$ cat src/rtl/io_pkg.sv
// Shared constants for the debounced switch/key register port: input widths,
// register map and counter width.
package io_pkg;

  localparam int SW_W   = 10;
  localparam int KEY_W  = 2;
  localparam int DATA_W = 32;
  localparam int CNT_W  = 8;

  typedef enum logic [1:0] {
    ADDR_SW   = 2'd0,
    ADDR_KEY  = 2'd1,
    ADDR_FLAG = 2'd2,
    ADDR_CNT  = 2'd3
  } reg_addr_e;

endpackage

$ cat src/rtl/debounce_bit.sv
// One raw input: 2-flop synchronizer, then a level is accepted only after it
// has differed from the current stable level for DEBOUNCE_CYCLES cycles.
module debounce_bit #(
  parameter int   DEBOUNCE_CYCLES = 500000,
  parameter logic RESET_VAL       = 1'b0
) (
  input  logic clk,
  input  logic rst,
  input  logic raw,
  output logic stable
);

  localparam int CW = (DEBOUNCE_CYCLES > 1) ? $clog2(DEBOUNCE_CYCLES) : 1;
  localparam logic [CW-1:0] LAST = CW'(DEBOUNCE_CYCLES - 1);

  logic          sync_p0;
  logic          sync_p1;
  logic [CW-1:0] count;

  always_ff @(posedge clk or posedge rst) begin
    if (rst) begin
      sync_p0 <= RESET_VAL;
      sync_p1 <= RESET_VAL;
      stable  <= RESET_VAL;
      count   <= '0;
    end else begin
      sync_p0 <= raw;
      sync_p1 <= sync_p0;
      // any return to the stable level restarts the qualification window
      if (sync_p1 == stable) begin
        count <= '0;
      end else if (count == LAST) begin
        stable <= sync_p1;
        count  <= '0;
      end else begin
        count <= count + 1'b1;
      end
    end
  end

endmodule

$ cat src/rtl/input_debounce_port.sv
// Debounced slide switches and push buttons behind a small CPU register port
// with sticky press flags, wrapping press counters and a level interrupt.
module input_debounce_port
  import io_pkg::*;
#(
  parameter int DEBOUNCE_CYCLES = 500000
) (
  input  logic              clk,
  input  logic              rst,
  input  logic [SW_W-1:0]   sw_in,
  input  logic [KEY_W-1:0]  key_in,
  input  logic              rd_en,
  input  logic              wr_en,
  input  logic [1:0]        addr,
  input  logic [DATA_W-1:0] wdata,
  output logic [DATA_W-1:0] rdata,
  output logic              rd_valid,
  output logic              irq
);

  logic [SW_W-1:0]             sw_state;
  logic [KEY_W-1:0]            key_stable;
  logic [KEY_W-1:0]            key_state;
  logic [KEY_W-1:0]            key_prev;
  logic [KEY_W-1:0]            press;
  logic [KEY_W-1:0]            press_flag;
  logic [KEY_W-1:0][CNT_W-1:0] press_cnt;
  logic [DATA_W-1:0]           rd_mux;
  reg_addr_e                   sel;
  logic                        wr_flag;
  logic                        wr_cnt;
  logic                        unused_wdata;

  for (genvar i = 0; i < SW_W; i++) begin : g_sw
    debounce_bit #(
      .DEBOUNCE_CYCLES(DEBOUNCE_CYCLES),
      .RESET_VAL      (1'b0)
    ) u_db (
      .clk   (clk),
      .rst   (rst),
      .raw   (sw_in[i]),
      .stable(sw_state[i])
    );
  end

  // keys idle high, so their synchronizers and stable level reset to released
  for (genvar i = 0; i < KEY_W; i++) begin : g_key
    debounce_bit #(
      .DEBOUNCE_CYCLES(DEBOUNCE_CYCLES),
      .RESET_VAL      (1'b1)
    ) u_db (
      .clk   (clk),
      .rst   (rst),
      .raw   (key_in[i]),
      .stable(key_stable[i])
    );
  end

  assign key_state    = ~key_stable;
  assign press        = key_state & ~key_prev;
  assign sel          = reg_addr_e'(addr);
  assign wr_flag      = wr_en && (sel == ADDR_FLAG);
  assign wr_cnt       = wr_en && (sel == ADDR_CNT);
  assign irq          = |press_flag;
  assign unused_wdata = ^wdata[DATA_W-1:KEY_W];

  always_comb begin
    rd_mux = '0;
    case (sel)
      ADDR_SW:   rd_mux = {{(DATA_W-SW_W){1'b0}}, sw_state};
      ADDR_KEY:  rd_mux = {{(DATA_W-KEY_W){1'b0}}, key_state};
      ADDR_FLAG: rd_mux = {{(DATA_W-KEY_W){1'b0}}, press_flag};
      ADDR_CNT:  rd_mux = {16'b0, press_cnt[1], press_cnt[0]};
      default:   rd_mux = '0;
    endcase
  end

  always_ff @(posedge clk or posedge rst) begin
    if (rst) begin
      key_prev   <= '0;
      press_flag <= '0;
      press_cnt  <= '0;
      rdata      <= '0;
      rd_valid   <= 1'b0;
    end else begin
      key_prev <= key_state;
      rd_valid <= rd_en;
      if (rd_en) rdata <= rd_mux;
      // a press landing on the same edge as a clear always survives it
      for (int i = 0; i < KEY_W; i++) begin
        if (press[i]) begin
          press_flag[i] <= 1'b1;
        end else if (wr_flag && wdata[i]) begin
          press_flag[i] <= 1'b0;
        end
        if (wr_cnt) begin
          press_cnt[i] <= press[i] ? CNT_W'(1) : '0;
        end else if (press[i]) begin
          press_cnt[i] <= press_cnt[i] + 1'b1;
        end
      end
    end
  end

endmodule

$ cat config.mk
export PLATFORM = sky130hd
export DESIGN_NAME = input_debounce_port
export DESIGN_NICKNAME = d
export VERILOG_FILES = /design/src/rtl/io_pkg.sv /design/src/rtl/debounce_bit.sv /design/src/rtl/input_debounce_port.sv
export SDC_FILE = /design/constraint.sdc
export NUM_CORES = 1
export LEC_CHECK = 0
export ABC_AREA = 1
export BUFFER_PORTS_ARGS = -buffer_cell sky130_fd_sc_hd__buf_2
export CORE_MARGIN = 2
export CORE_UTILIZATION = 40
export CTS_BUF_LIST = sky130_fd_sc_hd__clkbuf_8
export DETAILED_ROUTE_END_ITERATION = 16
export GPL_TIMING_DRIVEN = 0
export PLACE_DENSITY_LB_ADDON = 0.1
export SLEW_MARGIN = 10
export SYNTH_ARGS = -nofsm -noshare
export SYNTH_HDL_FRONTEND = slang
export SYNTH_SLANG_ARGS = --single-unit
$ cat constraint.sdc
create_clock -name clk -period 12.6 [get_ports clk]
set_input_delay 0.63 -clock clk [delete_from_list [all_inputs] [get_ports clk]]
set_output_delay 0.63 -clock clk [all_outputs]
set_load 0.05 [all_outputs]
==> results of run 1 <==
-- per-layer routing --
| layer | wire length (um) | vias up | share of wire, % |
|---|---|---|---|
| met5 | 0 | - | 0 |
| met2 | 15300 | 226 | 43 |
| met4 | 973 | 0 | 2.7 |
| li1 | - | 7052 | - |
| met3 | 1680 | 70 | 4.7 |
| met1 | 17600 | 6135 | 50 |
-- cells in the final DEF (no fill, tap or decap), drive strengths merged, types with 18 or more instances in the layout --
master,count
nor2,641
nand2,450
dfrtp,295
inv,277
nand3,197
xor2,80
clkbuf,73
buf,66
a21oi,56
o21ai,51
xnor2,34
nand4,18
-- how the worst max path moves through the flow --
stage	startpoint	to	slack, ns	cells past startpoint
2_1_floorplan	rst	g_key[0].u_db.count[0]	3.66	1
4_1_cts	press_flag[1]	irq	10.40	2
3_5_place_dp	rst	g_sw[0].u_db.count[7]	10.28	4
3_3_place_gp	rst	g_sw[0].u_db.count[7]	-0.20	2
5_1_grt	press_flag[1]	irq	10.39	2
6_report	press_flag[1]	irq	10.47	2
-- power by group through the flow --
stage	combinational (W)	sequential [W]	clock, W
after floorplan	0.0000650	0.00102	0
after global routing	0.000114	0.000997	0.00111
after CTS	0.000103	0.000995	0.00107
final	0.0000998	0.000995	0.00102
after global placement	0.0000996	0.00101	0
after detailed placement	0.000103	0.00101	0
-- cell type report --
| type | count | area (um2) | share of cell area (%) |
|---|---|---|---|
| timing repair buffer | 39 | 240 | 1.30 |
| inverter | 265 | 1000 | 5.42 |
| buffer | 28 | 190 | 1.03 |
| clock buffer | 72 | 991 | 5.36 |
| multi-input combinational | 1625 | 7650 | 41.3 |
| sequential | 301 | 7540 | 40.8 |
| tap | 525 | 657 | 3.55 |
| clock inverter | 29 | 229 | 1.24 |
-- cells in the mapped netlist (all sizes together) --
library cell / number
a21oi: 56
a31o: 1
a31oi: 7
and2: 14
and3: 3
buf: 27
clkbuf: 1
clkinv: 1
conb: 1
dfrtp: 295
dfstp: 6
ha: 14
inv: 264
nand2: 450
nand3: 197
nand3b: 1
nand4: 18
nor2: 641
nor3: 15
nor3b: 12
o21a: 1
o21ai: 51
o21bai: 2
o22ai: 6
o31ai: 4
or2: 2
xnor2: 34
xor2: 80
-- flip-flops by register name, summed over array words and instances, names as in the netlist, 10 cells and up --
| signal | flops |
|---|---|
| rdata | 16 |
| g_sw.u_db.stable | 10 |
| press_cnt | 16 |
| g_sw.u_db.count | 190 |
| g_key.u_db.count | 38 |
| g_sw.u_db.sync_p0 | 10 |
| g_sw.u_db.sync_p1 | 10 |
-- metrics by stage --
| stage | total power, W | worst slack [ns] | TNS (ns) | instance area [um2] |
|---|---|---|---|---|
| 2_1_floorplan | 0.00108 | 3.66 | 0 | 16400 |
| 3_3_place_gp | 0.00111 | -0.197 | -46.43 | 17200 |
| 3_5_place_dp | 0.00112 | 10.28 | 0 | 17300 |
| 4_1_cts | 0.00216 | 10.40 | 0 | 18500 |
| 5_1_grt | 0.00222 | 10.39 | 0 | 18500 |
| 6_report | 0.00211 | 10.47 | 0 | 18500 |
-- logic make-up after synthesis --
| logic type | after synthesis | share of synthesized area (%) |
|---|---|---|
| AO/OA/AOI/OAI | 128 | 4.18 |
| XOR/XNOR | 114 | 6.30 |
| adder cells (fa/ha/maj) | 14 | 1.07 |
| buffers and inverters | 293 | 7.26 |
| flip-flops | 301 | 46.2 |
| other | 1 | 0.0230 |
| AND/OR/NAND/NOR | 1353 | 34.9 |
-- critical path: cells and delay by family, from the launching register on --
family | cells | cell delay, ns
and+or+nand+nor | 1 | 0.29
DFF | 1 | 0.39
buffers and inverters | 1 | 0.21
==> key figures, run 1 <==
Power
  • VDD IR-drop max: ~0.000073 V
  • Switching Fraction: between 20% and 30%
  • Sequential group share of total power: 47.1%
  • Int Power: around 0.0016 W
  • P_sw: 0.000511 W
  • Power Density: 114 mW/mm2
  • Gate power share: 4.7%
  • Clock network fraction of total power: between 40% and 50%
  • Static Leak: 8.21 nW

Critical path
  • Critical path's largest stage delay: a little under 0.4 ns
  • Worst-path maximum fanout: 3
  • Crit Path Class: reg2out
  • Reg2reg end: g_sw[6].u_db.count[0]
  • Worst R2R Start: g_sw[6].u_db.count[0]
  • Flop2flop setup slack: about 11 ns
  • CP Data Arrival Time: about 1.5 ns
  • Critical path cell sequence: or2_2, buf_2
  • Worst Setup End Kind: output port
  • CP max stage cell: dfrtp_1
  • WP data required: 11.97 ns
  • Startpoint type of the worst setup path: flip-flop
  • R2R depth: 8

CTS
  • CTS root buf: clkbuf_8
  • Hold_buf cts: 0
  • H-tree levels: 2
  • Clk buf depth: 3
  • Clock sink count: 301
  • Worst skew pair latency: 0.63 ns
  • Clock transition at path regs: 0.06 ns
  • CTS tree: yes
  • Post-CTS setup buffer count: 0
  • Resized Gates After CTS: 0
  • CTS Buf Count: 56

GRT
  • Grt ovf: 0
  • Met3 Usage GRT: 3.28%
  • Gr usage total: 17.6%
  • Initial antenna violation count: 0
  • Number of global-route vias before repair: 12950
  • GR peak layer: met2
  • Met2 usage: approximately 27%
  • Largest net degree at the start of global routing: between 100 and 150
  • First-pass GRT wire length: 61700 um
  • Met1 GRT Util: 24.7%

Timing
  • WHS: 0.0744 ns
  • FMAX: 0.469 GHz
  • Max-slew violations: 0
  • Final setup viols: 0
  • RSZ-0062 raised after global routing: no
  • Max transition margin: 57.9%
  • Fin Clk Skew: 0.0220 ns
  • Worst-Margin Slew: between 0.6 and 0.7 ns
  • Final count of hold timing violations: 0
  • Tmin final: 2.13 ns
  • Final Cycle Share: 16.9%

Cells and area
  • # diodes: 0
  • Non-filler cells, final: 2884
  • Layout fillers: 4013
  • Final core utilization: 46.2%
  • Area Overhead vs Synth: 13.4%
  • Share of post-route cells with drive strength above 1: 10.5%
  • NumNets Final: 2380

Yosys
  • Area share of the leading cell type in the synthesized netlist: 45.2%
  • Mapped cell area: 0.0163 mm2
  • Synth area leaders: dfrtp_1 (45%), nor2_1 (14%), nand2_1 (9.8%), nand3_1 (6.0%), inv_1 (5.8%)
  • Register area share after synthesis: ~46%
  • Synthesized flop and latch total: 301
  • Yosys warnings: 0
  • Mean Syn Cell Area: approximately 7.4 um2
  • Syn Inst Count: around 2200
  • Library cells used by synthesis: 42
  • Leading area contributor after synthesis: dfrtp_1

Floorplanning
  • I/O pin cnt: 84
  • Die area: between 0.04 and 0.05 mm2
  • Die height: 206 um
  • Rows: 73
  • Area of the core: 0.0400 mm2
  • Initial Util: 40.8%
  • Die W: 206 um

Place
  • Final Wtd Congestion: between 0.8 and 0.9
  • I/O Buffers: 37
  • Placed insts: 2783
  • Post-DP HPWL: 25100 um

Detailed routing
  • WL final: 35500 um
  • # DRC: 0
  • Post-route ant nets: 0
  • 1st-pass router iterations: 6
  • Drt wl/cell: 12.3 um
  • Vias/cell: 4.68
  • DR vias: 13483
  • Violation count after the first detailed-routing iteration: 742

Hold path
  • Hold WC Path Type: in2async

Job
  • Maximum Capacitance Violations: 0

Run status
  • Status: finished clean
(Power assumes the default switching activity.)
==> run 2: changes to the inputs <==
Settings changed: ABC_AREA 1 to 0.
Clock period 12.6 ns to 1.7 ns, I/O delays scaled along.
==> run 2 against run 1 <==
Against the previous run: the flow now finishes with violations (setup timing); clock skew increased by 0.0078 ns; clock power increased to 6.5 times the previous value; worst hold slack improved by 0.035 ns; highest routed layer unchanged.
==> key figures, run 2 <==
Run status
  • Status: complete, but fails checks
  • Failing checks: setup timing

Timing
  • Max transition margin: 57.3% (-0.68 points)
  • FMAX: between 0.4 and 0.5 GHz
  • RSZ-0062 raised after global routing: yes
  • Final Cycle Share: 123%
  • Tmin final: 2.09 ns
  • Fin Clk Skew: 0.0299 ns (+0.00784 ns)
  • Final setup viols: 196 (+196)
  • Worst-Margin Slew: 0.639 ns (+0.00997 ns)
  • Final worst slack: -0.389 ns (-10.86 ns)
  • Max-slew violations: 0 (unchanged)
  • Final count of hold timing violations: 0 (unchanged)

Yosys
  • Leading area contributor after synthesis: dfrtp_1
  • Register area share after synthesis: 52.4% (+6.2 points)
  • Yosys warnings: 0 (unchanged)
  • Area share of the leading cell type in the synthesized netlist: 51.3% (+6.1 points)
  • Most common cell in the synthesized netlist: dfrtp_1
  • Synth area leaders: dfrtp_1 (51%), xnor2_1 (7.1%), nor2_1 (5.6%), xor2_1 (3.3%), nand3_1 (2.7%)
  • Synth cell count leaders: dfrtp_1 (295), nor2_1 (214), xnor2_1 (117)
  • Ys async rst share: 100% (unchanged)
  • Syn Inst Count: 1416 (-36%)
  • Synthesized flop and latch total: 301 (unchanged)
  • Top_reg_cell synth: dfrtp_1
  • Mapped cell area: 0.0144 mm2 (-12%)
  • EDFF count, synth: 0 (unchanged)
  • Library cells used by synthesis: 49 (+17%)
  • Mean Syn Cell Area: 10.2 um2 (+37%)

Critical path
  • Worst Setup End Kind: flip-flop
  • Startpoint type of the worst setup path: flip-flop
  • R2R depth: 5 (-3)
  • CP Data Arrival Time: 2.57 ns (+1.07 ns)
  • WP data required: 2.18 ns (-9.79 ns)
  • Worst R2R Start: g_key[0].u_db.count[9]
  • Crit Path Class: reg2reg
  • Reg2reg end: g_key[0].u_db.count[11]
  • CP top delay family: simple AND/OR/NAND/NOR gates
  • Flop2flop setup slack: -0.39 ns (-11.36 ns)
  • CP bufs+invs: 1 (unchanged)
  • Worst-path maximum fanout: 5 (+2)
  • Critical path's largest stage delay: 0.56 ns (+0.17 ns)
  • Critical path cell sequence: or4_1, or4_4, o21ai_4, buf_6, nor2_2
  • CP max stage cell: or4_4

GRT
  • First-pass GRT wire length: 56000 um (-9.3%)
  • Gr usage total: 17.7% (+0.11 points)
  • Initial antenna violation count: 0 (unchanged)
  • Number of global-route vias before repair: 11440 (-12%)
  • Grt ovf: 0 (unchanged)
  • Largest net degree at the start of global routing: 38 (-66%)

Cells and area
  • NumNets Final: 1818 (-24%)
  • Commonest non-fill, non-tap cell in the layout: dfrtp_1
  • Area Overhead vs Synth: 36.6%
  • Most frequent cells in the layout: dfrtp_1 (278), buf_4 (170), xnor2_1 (115)
  • Top Registers: g_sw.u_db.count (190), g_key.u_db.count (38)
  • Layout fillers: 3075 (-23%)
  • Non-filler cells, final: 2248 (-22%)
  • Max FFs per register: 190 (unchanged)
  • Share of post-route cells with drive strength above 1: 38.8% (+28 points)
  • Final Cell Area: 0.0196 mm2 (+6.2%)
  • Final core utilization: 55.4% (+9.1 points)
  • Most flops, register: g_sw.u_db.count
  • # diodes: 0 (unchanged)

Detailed routing
  • Violation count after the first detailed-routing iteration: 358 (-52%)
  • Post-route ant nets: 0 (unchanged)
  • Drt wl/cell: 15.2 um (+24%)
  • DR vias: 11543 (-14%)
  • WL final: 34300 um (-3.5%)
  • # DRC: 0 (unchanged)
  • Vias/cell: 5.13 (+9.8%)
  • 1st-pass router iterations: 4 (-2)

Hold path
  • Hold path endpoint: g_sw[7].u_db.sync_p0
  • Hold Path Depth: 2
  • Hold path start: sw_in[7]
  • Hold WC Path Type: in2reg

Floorplanning
  • Area of the core: 0.0355 mm2 (-11%)
  • Die area: 0.0375 mm2 (-12%)
  • I/O pin cnt: 84 (unchanged)
  • Die height: 194 um (-6.0%)
  • Die W: 194 um (-6.0%)
  • Initial Util: 40.5% (-0.25 points)
  • Rows: 69 (-5.5%)

Place
  • Placed insts: 1938 (-30%)
  • Post-DP HPWL: 20000 um (-20%)
  • Post-place instance area: 0.0155 mm2 (-10%)
  • I/O Buffers: 37 (unchanged)
  • Final Wtd Congestion: 0.788 (-6.4%)

CTS
  • H-tree levels: 2 (unchanged)
  • Clock sink count: 301 (unchanged)
  • Worst skew pair latency: 0.62 ns (about the same)
  • CTS tree: yes
  • CTS Buf Count: 54 (-3.6%)
  • Clk buf depth: 3 (unchanged)
  • CTS root buf: clkbuf_8
  • Clock transition at path regs: 0.06 ns (about the same)

Job
  • Maximum Capacitance Violations: 0 (unchanged)

Power
  • Static Leak: 7.98 nW (-2.8%)
  • Power Density: 775 mW/mm2 (+580%)
  • VDD IR-drop max: 0.000599 V (+720%)
  • Power, Total: 0.0152 W (+620%)
==> run 2: kinds of logic (layout without fill, tap and decap cells) <==
group | count (synthesis) | after routing | synth area share, %
buffers and inverters | 97 | 453 | 3.36
adders and majority gates | 14 | 14 | 1.22
xor gates and xnor gates | 171 | 171 | 10.4
muxes | 16 | 16 | 1.41
other | 1 | 16 | 0.0261
and+or+nand+nor | 659 | 659 | 24.3
AOI/OAI and AO/OA | 157 | 157 | 6.83
DFF | 301 | 301 | 52.4
==> run 2: where the power goes <==
group,internal [W],leakage (nW),switching [W]
registers,0.00730,4.05,0.000124
logic,0.000443,3.34,0.000691
clock network,0.00363,0.587,0.00303
==> run 2: cell type report <==
| cell class | instances | area (um2) | share of cell area [%] |
|---|---|---|---|
| multi-input combinational | 1033 | 7630 | 38.8 |
| sequential | 301 | 7560 | 38.5 |
| timing repair buffer | 270 | 2320 | 11.8 |
| clock buffer | 63 | 867 | 4.41 |
| tap | 461 | 577 | 2.94 |
| buffer | 41 | 319 | 1.62 |
| inverter | 53 | 203 | 1.03 |
| clock inverter | 26 | 168 | 0.854 |
==> run 2: worst max-delay path by stage <==
stage	start	endpoint	cells after the start
floorplan	rst	g_key[0].u_db.count[0]	1
global placement	rst	g_sw[1].u_db.count[8]	2
detailed placement	g_sw[4].u_db.count[12]	g_sw[4].u_db.count[9]	5
CTS	g_sw[3].u_db.count[5]	g_sw[3].u_db.count[9]	5
global route	g_sw[3].u_db.count[5]	g_sw[3].u_db.count[14]	5
finish	g_key[0].u_db.count[9]	g_key[0].u_db.count[11]	5
==> run 2: timing repair <==
action / 4_1_cts / 5_1_grt
resized for setup: 164 / 215
cloned: 8 / 4
endpoints found under the setup margin: 227 / 281
pin swaps: 62 / 69
setup buffers: 142 / 49
hold buffers: 22 / 0
hold endpoints to repair: 139 / 0
==> run 2: per-layer routing <==
metal  wire length [um]  up-vias  GRT usage (%)
met2              16700      154           28.7
met4                782        0           6.25
met1              15500     5689           23.7
met3               1220       55           3.27
met5                  0        -              0
li1                   -     5645              -
==> run 2: metrics by stage <==
step | worst slack (ns) | setup TNS, ns | hold slack, ns
after floorplan | -2.38 | -744.84 | 0.0895
after global placement | -4.42 | -1385.39 | 0.191
after detailed placement | -0.484 | -72.88 | 0.114
after CTS | -0.368 | -51.63 | 0.0474
after global routing | -0.439 | -64.71 | 0.0787
final | -0.389 | -52.61 | 0.110
